`src/rtl/aes_pkg.sv`:
```
// Shared AES constants and tables: key-schedule sizes, round constants and the
// forward S-box (also used by the cipher's SubBytes stage).
package aes_pkg;

   localparam int unsigned AES_NR  = 10;
   localparam int unsigned AES_NK  = 4;
   localparam int unsigned AES_BLK = 128;

   typedef enum logic {
      KX_IDLE,
      KX_EXPAND
   } kx_state_t;

   // Entry 0 is unused: round keys 1..10 consume rcon[1..10].
   localparam logic [7:0] AES_RCON [0:10] = '{
      8'h00, 8'h01, 8'h02, 8'h04, 8'h08, 8'h10, 8'h20, 8'h40, 8'h80, 8'h1b, 8'h36
   };

   localparam logic [7:0] AES_SBOX [0:255] = '{
      8'h63, 8'h7c, 8'h77, 8'h7b, 8'hf2, 8'h6b, 8'h6f, 8'hc5, 8'h30, 8'h01, 8'h67, 8'h2b, 8'hfe, 8'hd7, 8'hab, 8'h76,
      8'hca, 8'h82, 8'hc9, 8'h7d, 8'hfa, 8'h59, 8'h47, 8'hf0, 8'had, 8'hd4, 8'ha2, 8'haf, 8'h9c, 8'ha4, 8'h72, 8'hc0,
      8'hb7, 8'hfd, 8'h93, 8'h26, 8'h36, 8'h3f, 8'hf7, 8'hcc, 8'h34, 8'ha5, 8'he5, 8'hf1, 8'h71, 8'hd8, 8'h31, 8'h15,
      8'h04, 8'hc7, 8'h23, 8'hc3, 8'h18, 8'h96, 8'h05, 8'h9a, 8'h07, 8'h12, 8'h80, 8'he2, 8'heb, 8'h27, 8'hb2, 8'h75,
      8'h09, 8'h83, 8'h2c, 8'h1a, 8'h1b, 8'h6e, 8'h5a, 8'ha0, 8'h52, 8'h3b, 8'hd6, 8'hb3, 8'h29, 8'he3, 8'h2f, 8'h84,
      8'h53, 8'hd1, 8'h00, 8'hed, 8'h20, 8'hfc, 8'hb1, 8'h5b, 8'h6a, 8'hcb, 8'hbe, 8'h39, 8'h4a, 8'h4c, 8'h58, 8'hcf,
      8'hd0, 8'hef, 8'haa, 8'hfb, 8'h43, 8'h4d, 8'h33, 8'h85, 8'h45, 8'hf9, 8'h02, 8'h7f, 8'h50, 8'h3c, 8'h9f, 8'ha8,
      8'h51, 8'ha3, 8'h40, 8'h8f, 8'h92, 8'h9d, 8'h38, 8'hf5, 8'hbc, 8'hb6, 8'hda, 8'h21, 8'h10, 8'hff, 8'hf3, 8'hd2,
      8'hcd, 8'h0c, 8'h13, 8'hec, 8'h5f, 8'h97, 8'h44, 8'h17, 8'hc4, 8'ha7, 8'h7e, 8'h3d, 8'h64, 8'h5d, 8'h19, 8'h73,
      8'h60, 8'h81, 8'h4f, 8'hdc, 8'h22, 8'h2a, 8'h90, 8'h88, 8'h46, 8'hee, 8'hb8, 8'h14, 8'hde, 8'h5e, 8'h0b, 8'hdb,
      8'he0, 8'h32, 8'h3a, 8'h0a, 8'h49, 8'h06, 8'h24, 8'h5c, 8'hc2, 8'hd3, 8'hac, 8'h62, 8'h91, 8'h95, 8'he4, 8'h79,
      8'he7, 8'hc8, 8'h37, 8'h6d, 8'h8d, 8'hd5, 8'h4e, 8'ha9, 8'h6c, 8'h56, 8'hf4, 8'hea, 8'h65, 8'h7a, 8'hae, 8'h08,
      8'hba, 8'h78, 8'h25, 8'h2e, 8'h1c, 8'ha6, 8'hb4, 8'hc6, 8'he8, 8'hdd, 8'h74, 8'h1f, 8'h4b, 8'hbd, 8'h8b, 8'h8a,
      8'h70, 8'h3e, 8'hb5, 8'h66, 8'h48, 8'h03, 8'hf6, 8'h0e, 8'h61, 8'h35, 8'h57, 8'hb9, 8'h86, 8'hc1, 8'h1d, 8'h9e,
      8'he1, 8'hf8, 8'h98, 8'h11, 8'h69, 8'hd9, 8'h8e, 8'h94, 8'h9b, 8'h1e, 8'h87, 8'he9, 8'hce, 8'h55, 8'h28, 8'hdf,
      8'h8c, 8'ha1, 8'h89, 8'h0d, 8'hbf, 8'he6, 8'h42, 8'h68, 8'h41, 8'h99, 8'h2d, 8'h0f, 8'hb0, 8'h54, 8'hbb, 8'h16
   };

   function automatic logic [7:0] aes_rcon(input logic [3:0] rnd);
      if (rnd > 4'd10) return '0;
      return AES_RCON[rnd];
   endfunction

endpackage

```
`src/rtl/aes_sbox.sv`:
```
// Combinational forward S-box lookup for one byte.
module aes_sbox
   import aes_pkg::*;
(
   input  logic [7:0] in_i,
   output logic [7:0] out_o
);

   assign out_o = AES_SBOX[in_i];

endmodule

```
`src/rtl/aes_key_expand.sv`:
```
// Iterative AES-128 key schedule: streams round keys 0..NR one per clock after a
// start pulse and keeps the whole schedule in a bank readable by round index.
module aes_key_expand
   import aes_pkg::*;
#(
   parameter int unsigned NR = AES_NR
) (
   input  logic         clk,
   input  logic         rst,
   input  logic         start,
   input  logic [127:0] key_in,
   output logic         busy,
   output logic         rk_valid,
   output logic [3:0]   rk_index,
   output logic [127:0] rk_out,
   output logic         done,
   output logic         keys_ready,
   input  logic [3:0]   rd_idx,
   output logic [127:0] rd_key
);

   localparam logic [3:0] LAST = 4'(NR);

   kx_state_t    state_q;
   logic [127:0] rk_q;
   logic [3:0]   idx_q;
   logic         valid_q;
   logic         busy_q;
   logic         done_q;
   logic         ready_q;
   logic [127:0] rd_key_q;
   logic [127:0] bank_q [0:NR];

   logic [31:0]  rot_w;
   logic [31:0]  sub_w;
   logic [31:0]  t_w;
   logic [31:0]  n0, n1, n2, n3;
   logic [3:0]   idx_d;
   logic [127:0] rk_d;

   // SubWord(RotWord(w3)): last word of the current key, rotated left one byte.
   assign rot_w = {rk_q[23:0], rk_q[31:24]};

   for (genvar g = 0; g < 4; g++) begin : g_sbox
      aes_sbox u_sbox (
         .in_i  (rot_w[8*g +: 8]),
         .out_o (sub_w[8*g +: 8])
      );
   end

   always_comb begin
      idx_d = idx_q + 4'd1;
      t_w   = sub_w ^ {aes_rcon(idx_d), 24'h000000};
      n0    = rk_q[127:96] ^ t_w;
      n1    = rk_q[95:64]  ^ n0;
      n2    = rk_q[63:32]  ^ n1;
      n3    = rk_q[31:0]   ^ n2;
      rk_d  = {n0, n1, n2, n3};
   end

   always_ff @(posedge clk) begin
      if (rst) begin
         state_q <= KX_IDLE;
         rk_q    <= '0;
         idx_q   <= '0;
         valid_q <= 1'b0;
         busy_q  <= 1'b0;
         done_q  <= 1'b0;
         ready_q <= 1'b0;
      end else begin
         case (state_q)
            KX_IDLE: begin
               valid_q <= 1'b0;
               done_q  <= 1'b0;
               if (start) begin
                  state_q <= KX_EXPAND;
                  rk_q    <= key_in;
                  idx_q   <= '0;
                  valid_q <= 1'b1;
                  busy_q  <= 1'b1;
                  ready_q <= 1'b0;
               end
            end
            KX_EXPAND: begin
               if (idx_q == LAST) begin
                  state_q <= KX_IDLE;
                  valid_q <= 1'b0;
                  busy_q  <= 1'b0;
                  done_q  <= 1'b0;
                  ready_q <= 1'b1;
               end else begin
                  rk_q   <= rk_d;
                  idx_q  <= idx_d;
                  done_q <= (idx_d == LAST);
               end
            end
            default: state_q <= KX_IDLE;
         endcase
      end
   end

   // Bank captures each key while it is on the streaming output.
   always_ff @(posedge clk) begin
      if (valid_q) bank_q[idx_q] <= rk_q;
   end

   always_ff @(posedge clk) begin
      if (rst) begin
         rd_key_q <= '0;
      end else if (rd_idx <= LAST) begin
         rd_key_q <= bank_q[rd_idx];
      end else begin
         rd_key_q <= '0;
      end
   end

   assign busy       = busy_q;
   assign rk_valid   = valid_q;
   assign rk_index   = idx_q;
   assign rk_out     = rk_q;
   assign done       = done_q;
   assign keys_ready = ready_q;
   assign rd_key     = rd_key_q;

endmodule

```
`config.mk`:
```
export PLATFORM = sky130hd
export DESIGN_NAME = aes_key_expand
export DESIGN_NICKNAME = d
export VERILOG_FILES = /design/src/rtl/aes_pkg.sv /design/src/rtl/aes_sbox.sv /design/src/rtl/aes_key_expand.sv
export SDC_FILE = /design/constraint.sdc
export NUM_CORES = 2
export LEC_CHECK = 0
export ABC_AREA = 1
export CAP_MARGIN = 20
export CORE_MARGIN = 8
export CORE_UTILIZATION = 45
export DETAILED_ROUTE_END_ITERATION = 16
export PLACE_DENSITY = 0.67
export SETUP_SLACK_MARGIN = 0.2
export SYNTH_ARGS = -nofsm -noshare
export SYNTH_HDL_FRONTEND = slang
export SYNTH_SLANG_ARGS = --single-unit
export TNS_END_PERCENT = 20
```
`constraint.sdc`:
```
create_clock -name clk -period 13.5 [get_ports clk]
set_input_delay 2.7 -clock clk [delete_from_list [all_inputs] [get_ports clk]]
set_output_delay 2.7 -clock clk [all_outputs]
set_load 0.1 [all_outputs]
```
==> run_results.csv <==
group,metric,value,unit
finish,num-nets-final,8227,
yosys,yosys_warnings,0,
grt,globalRouteOverflowTotal,0,
yosys,synth-seq-area-share,0.6169,
place,port_buffers,398,
routing,drt_iter0_drc,9137,
floorplan,core_area,171000,sq um
clock_network,cts_hold_buffers,0,
sta,drv_slew,0,
worst_setup_path,worstSetupEndpointType,"output pin",
worst_setup_path,worstPathBufferInverterCount,2,
pwr,seq_power_share,0.435,
worst_setup_path,timing.reg2reg.worst_path_depth,21,
clock_network,numClockSinks,1673,
sta,worst_slew_pin_slew,1.251,ns
clock_network,tritoncts.num_buffers,169,
pwr,pwr-share-clk,0.337,
floorplan,dieWidth,430.0,um
worst_setup_path,regToRegEndpoint,"rk_out[16]$_SDFFE_PP0P_",
pwr,power_switching_share,0.3300,
clock_network,clk_path_buf_depth,3,
worst_setup_path,worst_path_largest_cell_delay,1.21,ns
finish,postLayoutCoreUtil,0.5174,
routing,final_antenna_net_count,0,
worst_setup_path,worst_setup_path_startpoint,"rk_out[30]$_SDFFE_PP0P_",
sta,grt_setup_unrepaired,"false",
yosys,yosys.area.top_type,"sky130_fd_sc_hd__edfxtp_1",
yosys,post_synth_main_area_contributors,"sky130_fd_sc_hd__edfxtp_1 55%, sky130_fd_sc_hd__nand3_1 9.4%, sky130_fd_sc_hd__nand2_1 7.4%",
finish,synthToLayoutAreaGrowth,14.69,%
flow_run,maxCapViolations,0,
grt,global_route_wire_length_before_repair,431000,um
routing,drt_first_pass_iters,8,
sta,finalWorstPathRequiredPeriod,6.218,ns
pwr,power_density,155.6,nW/um^2
worst_setup_path,worst_ep_arrival_time,3.52,ns
clock_network,tritoncts,"yes",
clock_network,htree_levels,4,
pwr,worst_ir_drop_vdd,0.1132,mV
pwr,internal-power,9.224,mW
place,detailedPlacementHpwl,188400,um
worst_setup_path,r2r_setup_slack,8.29,ns
grt,initial_antenna_violation_count,27,
pwr,combinationalPowerShare,0.228,
routing,final_wl,302900,um
pwr,total_leakage_power,31.73,nW
place,finalWeightedCongestion,1.006,
worst_setup_path,worstPathRequired,10.80,ns
floorplan,die-height,430.0,um
yosys,synthesis.area_per_instance,9.824,sq um
place,place_area,82960,sq um
sta,finalHoldViolations,0,
clock_network,clk_pin_slew_worst_paths,0.06,ns
sta,setup-violations-final,0,
outcome,run_status,"finished, final reports clean",
yosys,synthesis.instances,7852,
sta,finClkSkew,0.03694,ns
clock_network,cts.root.buffer_cell,"sky130_fd_sc_hd__clkbuf_16",
routing,avgViaCountPerCell,6.266,
clock_network,clkLatencyLatePin,0.83,ns
yosys,yosys_register_bits,1673,
routing,vias,65272,
min_path,holdCritPathClass,"reg2reg",
worst_setup_path,crit_path_start_kind,"flop",
yosys,synth_cell_types,36,
clock_network,cts_resized,0,
yosys,synth.net_count,8052,
yosys,synthesis.area,77140,sq um
worst_setup_path,timing.critical_path.slowest_stage_cell,"sky130_fd_sc_hd__clkdlybuf4s50_1",
sta,timing.fmax,0.1608,GHz
floorplan,die_area,184900,sq um
pwr,total_switching_power,4.544,mW
floorplan,design.portCount,399,
yosys,share_of_the_synthesized_area_in_the_top_cell_type,0.5481,
sta,timing.setup.tns,0,ns
worst_setup_path,crit_chain,"buf_4, clkdlybuf4s50_1",
clock_network,post_cts.repair.setup_buffers,0,
floorplan,rows,152,
worst_setup_path,reg2reg_from,"rk_out[9]$_SDFFE_PP0P_",
worst_setup_path,criticalPathCategory,"reg2out",
worst_setup_path,crit_fanout,19,
finish,final_layout_size_suffix_gt1_frac,0.06450,
routing,post_dr_wirelength_cell,29.08,um
worst_setup_path,critical_path.endpoint,"rk_out[30]",
grt,via_count_of_the_first_global_routing_pass,60958,
worst_setup_path,critical_path_cell_count,2,
grt,globalRouteTotalUtil,0.3124,
grt,maximum_number_of_pins_on_one_net_before_global_route_repair,205,
routing,drc,0,
worst_setup_path,critical_path.top_delay_family,"buffers and inverters",
finish,post-route-cell-area,88470,sq um
sta,max_slew_margin,0.1661,
floorplan,initial_core_util,0.4512,
sta,period_share,0.4606,
-- power by group through the flow --
stage	Clock [mW]	Combinational, mW	Sequential [mW]
final	4.65	3.14	5.98
after global routing	4.88	3.32	5.99
after CTS	4.68	3.06	5.98
after detailed placement	0	3.05	6.09
after global placement	0	3.04	6.09
after floorplan	0	1.48	6.57
-- final cells by class --
class	instances	area [sq um]
Clock inverter	75	686.9
Sequential cell	1673	47610
Fill cell	15191	82510
Inverter	229	890.9
Clock buffer	240	4792
Antenna cell	13	32.53
Timing Repair Buffer	576	5398
Multi-Input combinational cell	5378	26270
Tap cell	2233	2794
-- worst min path at each step --
stage                                        from                      end  slack, ns  depth (start not counted)
after floorplan           bank_q[10][0]$_DFFE_PP_     rd_key[0]$_SDFF_PP0_       0.53                          2
after global placement    rk_out[60]$_SDFFE_PP0P_  rk_out[60]$_SDFFE_PP0P_       0.45                          2
after detailed placement  rk_out[79]$_SDFFE_PP0P_  rk_out[79]$_SDFFE_PP0P_       0.46                          2
after CTS                 rk_out[79]$_SDFFE_PP0P_  rk_out[79]$_SDFFE_PP0P_       0.47                          2
after global routing      rk_out[95]$_SDFFE_PP0P_  rk_out[95]$_SDFFE_PP0P_       0.49                          2
final                     rk_out[79]$_SDFFE_PP0P_  rk_out[79]$_SDFFE_PP0P_       0.47                          2
-- layout by cell type (no fill, tap or decap), drive strengths merged, types with 5 or more instances in the layout --
| master | instances |
|---|---|
| edfxtp | 1408 |
| buf | 186 |
| nand4 | 26 |
| xor2 | 5 |
| o221ai | 256 |
| nor2 | 803 |
| o32ai | 5 |
| o211ai | 191 |
| diode | 13 |
| clkbuf | 240 |
| dfxtp | 265 |
| or2 | 6 |
| ha | 65 |
| nand2 | 1541 |
| clkdlybuf4s50 | 390 |
| o21ai | 625 |
| bufinv | 10 |
| inv | 227 |
| nand3 | 1462 |
| a21oi | 369 |
| clkinv | 63 |
| nand3b | 15 |
-- routing by layer --
metal | part of all wire | routed length, um | global-route usage
met1 | 0.39 | 118800 | 0.4165
met2 | 0.45 | 135300 | 0.4816
met3 | 0.10 | 30490 | 0.06520
met4 | 0.060 | 18230 | 0.1641
met5 | 0.00020 | 61 | 0
-- per-stage QoR --
step	hold slack (ns)	power, mW	setup slack [ns]	cells
2_1_floorplan	0.5282	8.052	2.510	7852
3_3_place_gp	0.4525	9.126	7.319	10088
3_5_place_dp	0.4561	9.139	7.234	10089
4_1_cts	0.4650	13.72	7.264	10404
5_1_grt	0.4890	14.19	7.294	10410
6_report	0.4652	13.77	7.282	10417
-- registers in the layout, summed over array words and instances (netlist names) --
| signal | flops |
|---|---|
| rk_out | 128 |
| bank_q | 1408 |
| done | 1 |
| rk_valid | 1 |
| state_q | 1 |
| busy | 1 |
| keys_ready | 1 |
| rd_key | 128 |
| rk_index | 4 |
-- worst register-to-register path, cell delays in order (launching register included) --
cell and delay (ns):
sky130_fd_sc_hd__dfxtp_1 0.76, sky130_fd_sc_hd__buf_4 0.51, sky130_fd_sc_hd__inv_2 0.33, sky130_fd_sc_hd__ha_1 0.70, sky130_fd_sc_hd__nand2_1 0.57, sky130_fd_sc_hd__nand2_1 0.25
sky130_fd_sc_hd__inv_1 0.11, sky130_fd_sc_hd__nand2_1 0.07, sky130_fd_sc_hd__nand3_1 0.11, sky130_fd_sc_hd__nand3_1 0.14, sky130_fd_sc_hd__nand3_1 0.08, sky130_fd_sc_hd__nand3_1 0.15
sky130_fd_sc_hd__nand3b_1 0.18, sky130_fd_sc_hd__nand2_1 0.13, sky130_fd_sc_hd__nand2_1 0.07, sky130_fd_sc_hd__nand2_1 0.09, sky130_fd_sc_hd__nand2_1 0.09, sky130_fd_sc_hd__nand2_1 0.08
sky130_fd_sc_hd__nand2_1 0.06, sky130_fd_sc_hd__nand3_1 0.07, sky130_fd_sc_hd__nand2_1 0.06, sky130_fd_sc_hd__a21oi_1 0.45
-- kinds of logic (layout without fill, tap and decap cells) --
family                   count (synthesis)  after routing  synth area share
adder cells (fa/ha/maj)                 65             65           0.01054
AND/OR/NAND/NOR                       3855           3855            0.2147
XOR/XNOR                                 6              6         0.0006812
other                                    0             13                 0
AO/OA/AOI/OAI                         1452           1452            0.1134
buffers and inverters                  801           1120           0.04384
flip-flops                            1673           1673            0.6169
-- cells in the mapped netlist --
cell / count
sky130_fd_sc_hd__ha_1: 65
sky130_fd_sc_hd__clkbuf_1: 378
sky130_fd_sc_hd__nor2_1: 800
sky130_fd_sc_hd__edfxtp_1: 1408
sky130_fd_sc_hd__dfxtp_1: 265
sky130_fd_sc_hd__a31oi_1: 2
sky130_fd_sc_hd__nor3_1: 2
sky130_fd_sc_hd__o211a_1: 1
sky130_fd_sc_hd__or2_2: 6
sky130_fd_sc_hd__nand3_2: 9
sky130_fd_sc_hd__buf_4: 29
sky130_fd_sc_hd__nand4_1: 26
sky130_fd_sc_hd__nand2_2: 22
sky130_fd_sc_hd__nand3b_1: 15
sky130_fd_sc_hd__xor2_1: 5
sky130_fd_sc_hd__nor2_2: 3
sky130_fd_sc_hd__buf_1: 54
sky130_fd_sc_hd__xnor2_1: 1
sky130_fd_sc_hd__o21ai_0: 616
sky130_fd_sc_hd__clkinv_1: 9
sky130_fd_sc_hd__nand2_4: 2
sky130_fd_sc_hd__o221ai_1: 256
sky130_fd_sc_hd__inv_1: 201
sky130_fd_sc_hd__o21ai_1: 9
sky130_fd_sc_hd__a21oi_2: 2
sky130_fd_sc_hd__o22ai_1: 2
sky130_fd_sc_hd__o32ai_1: 5
sky130_fd_sc_hd__buf_2: 91
sky130_fd_sc_hd__a21oi_1: 367
sky130_fd_sc_hd__inv_2: 18
sky130_fd_sc_hd__nand2_1: 1517
sky130_fd_sc_hd__o211ai_1: 191
sky130_fd_sc_hd__o21a_1: 1
sky130_fd_sc_hd__buf_6: 20
sky130_fd_sc_hd__nand3_1: 1453
sky130_fd_sc_hd__inv_4: 1
Power figures use the tool's default switching activity.
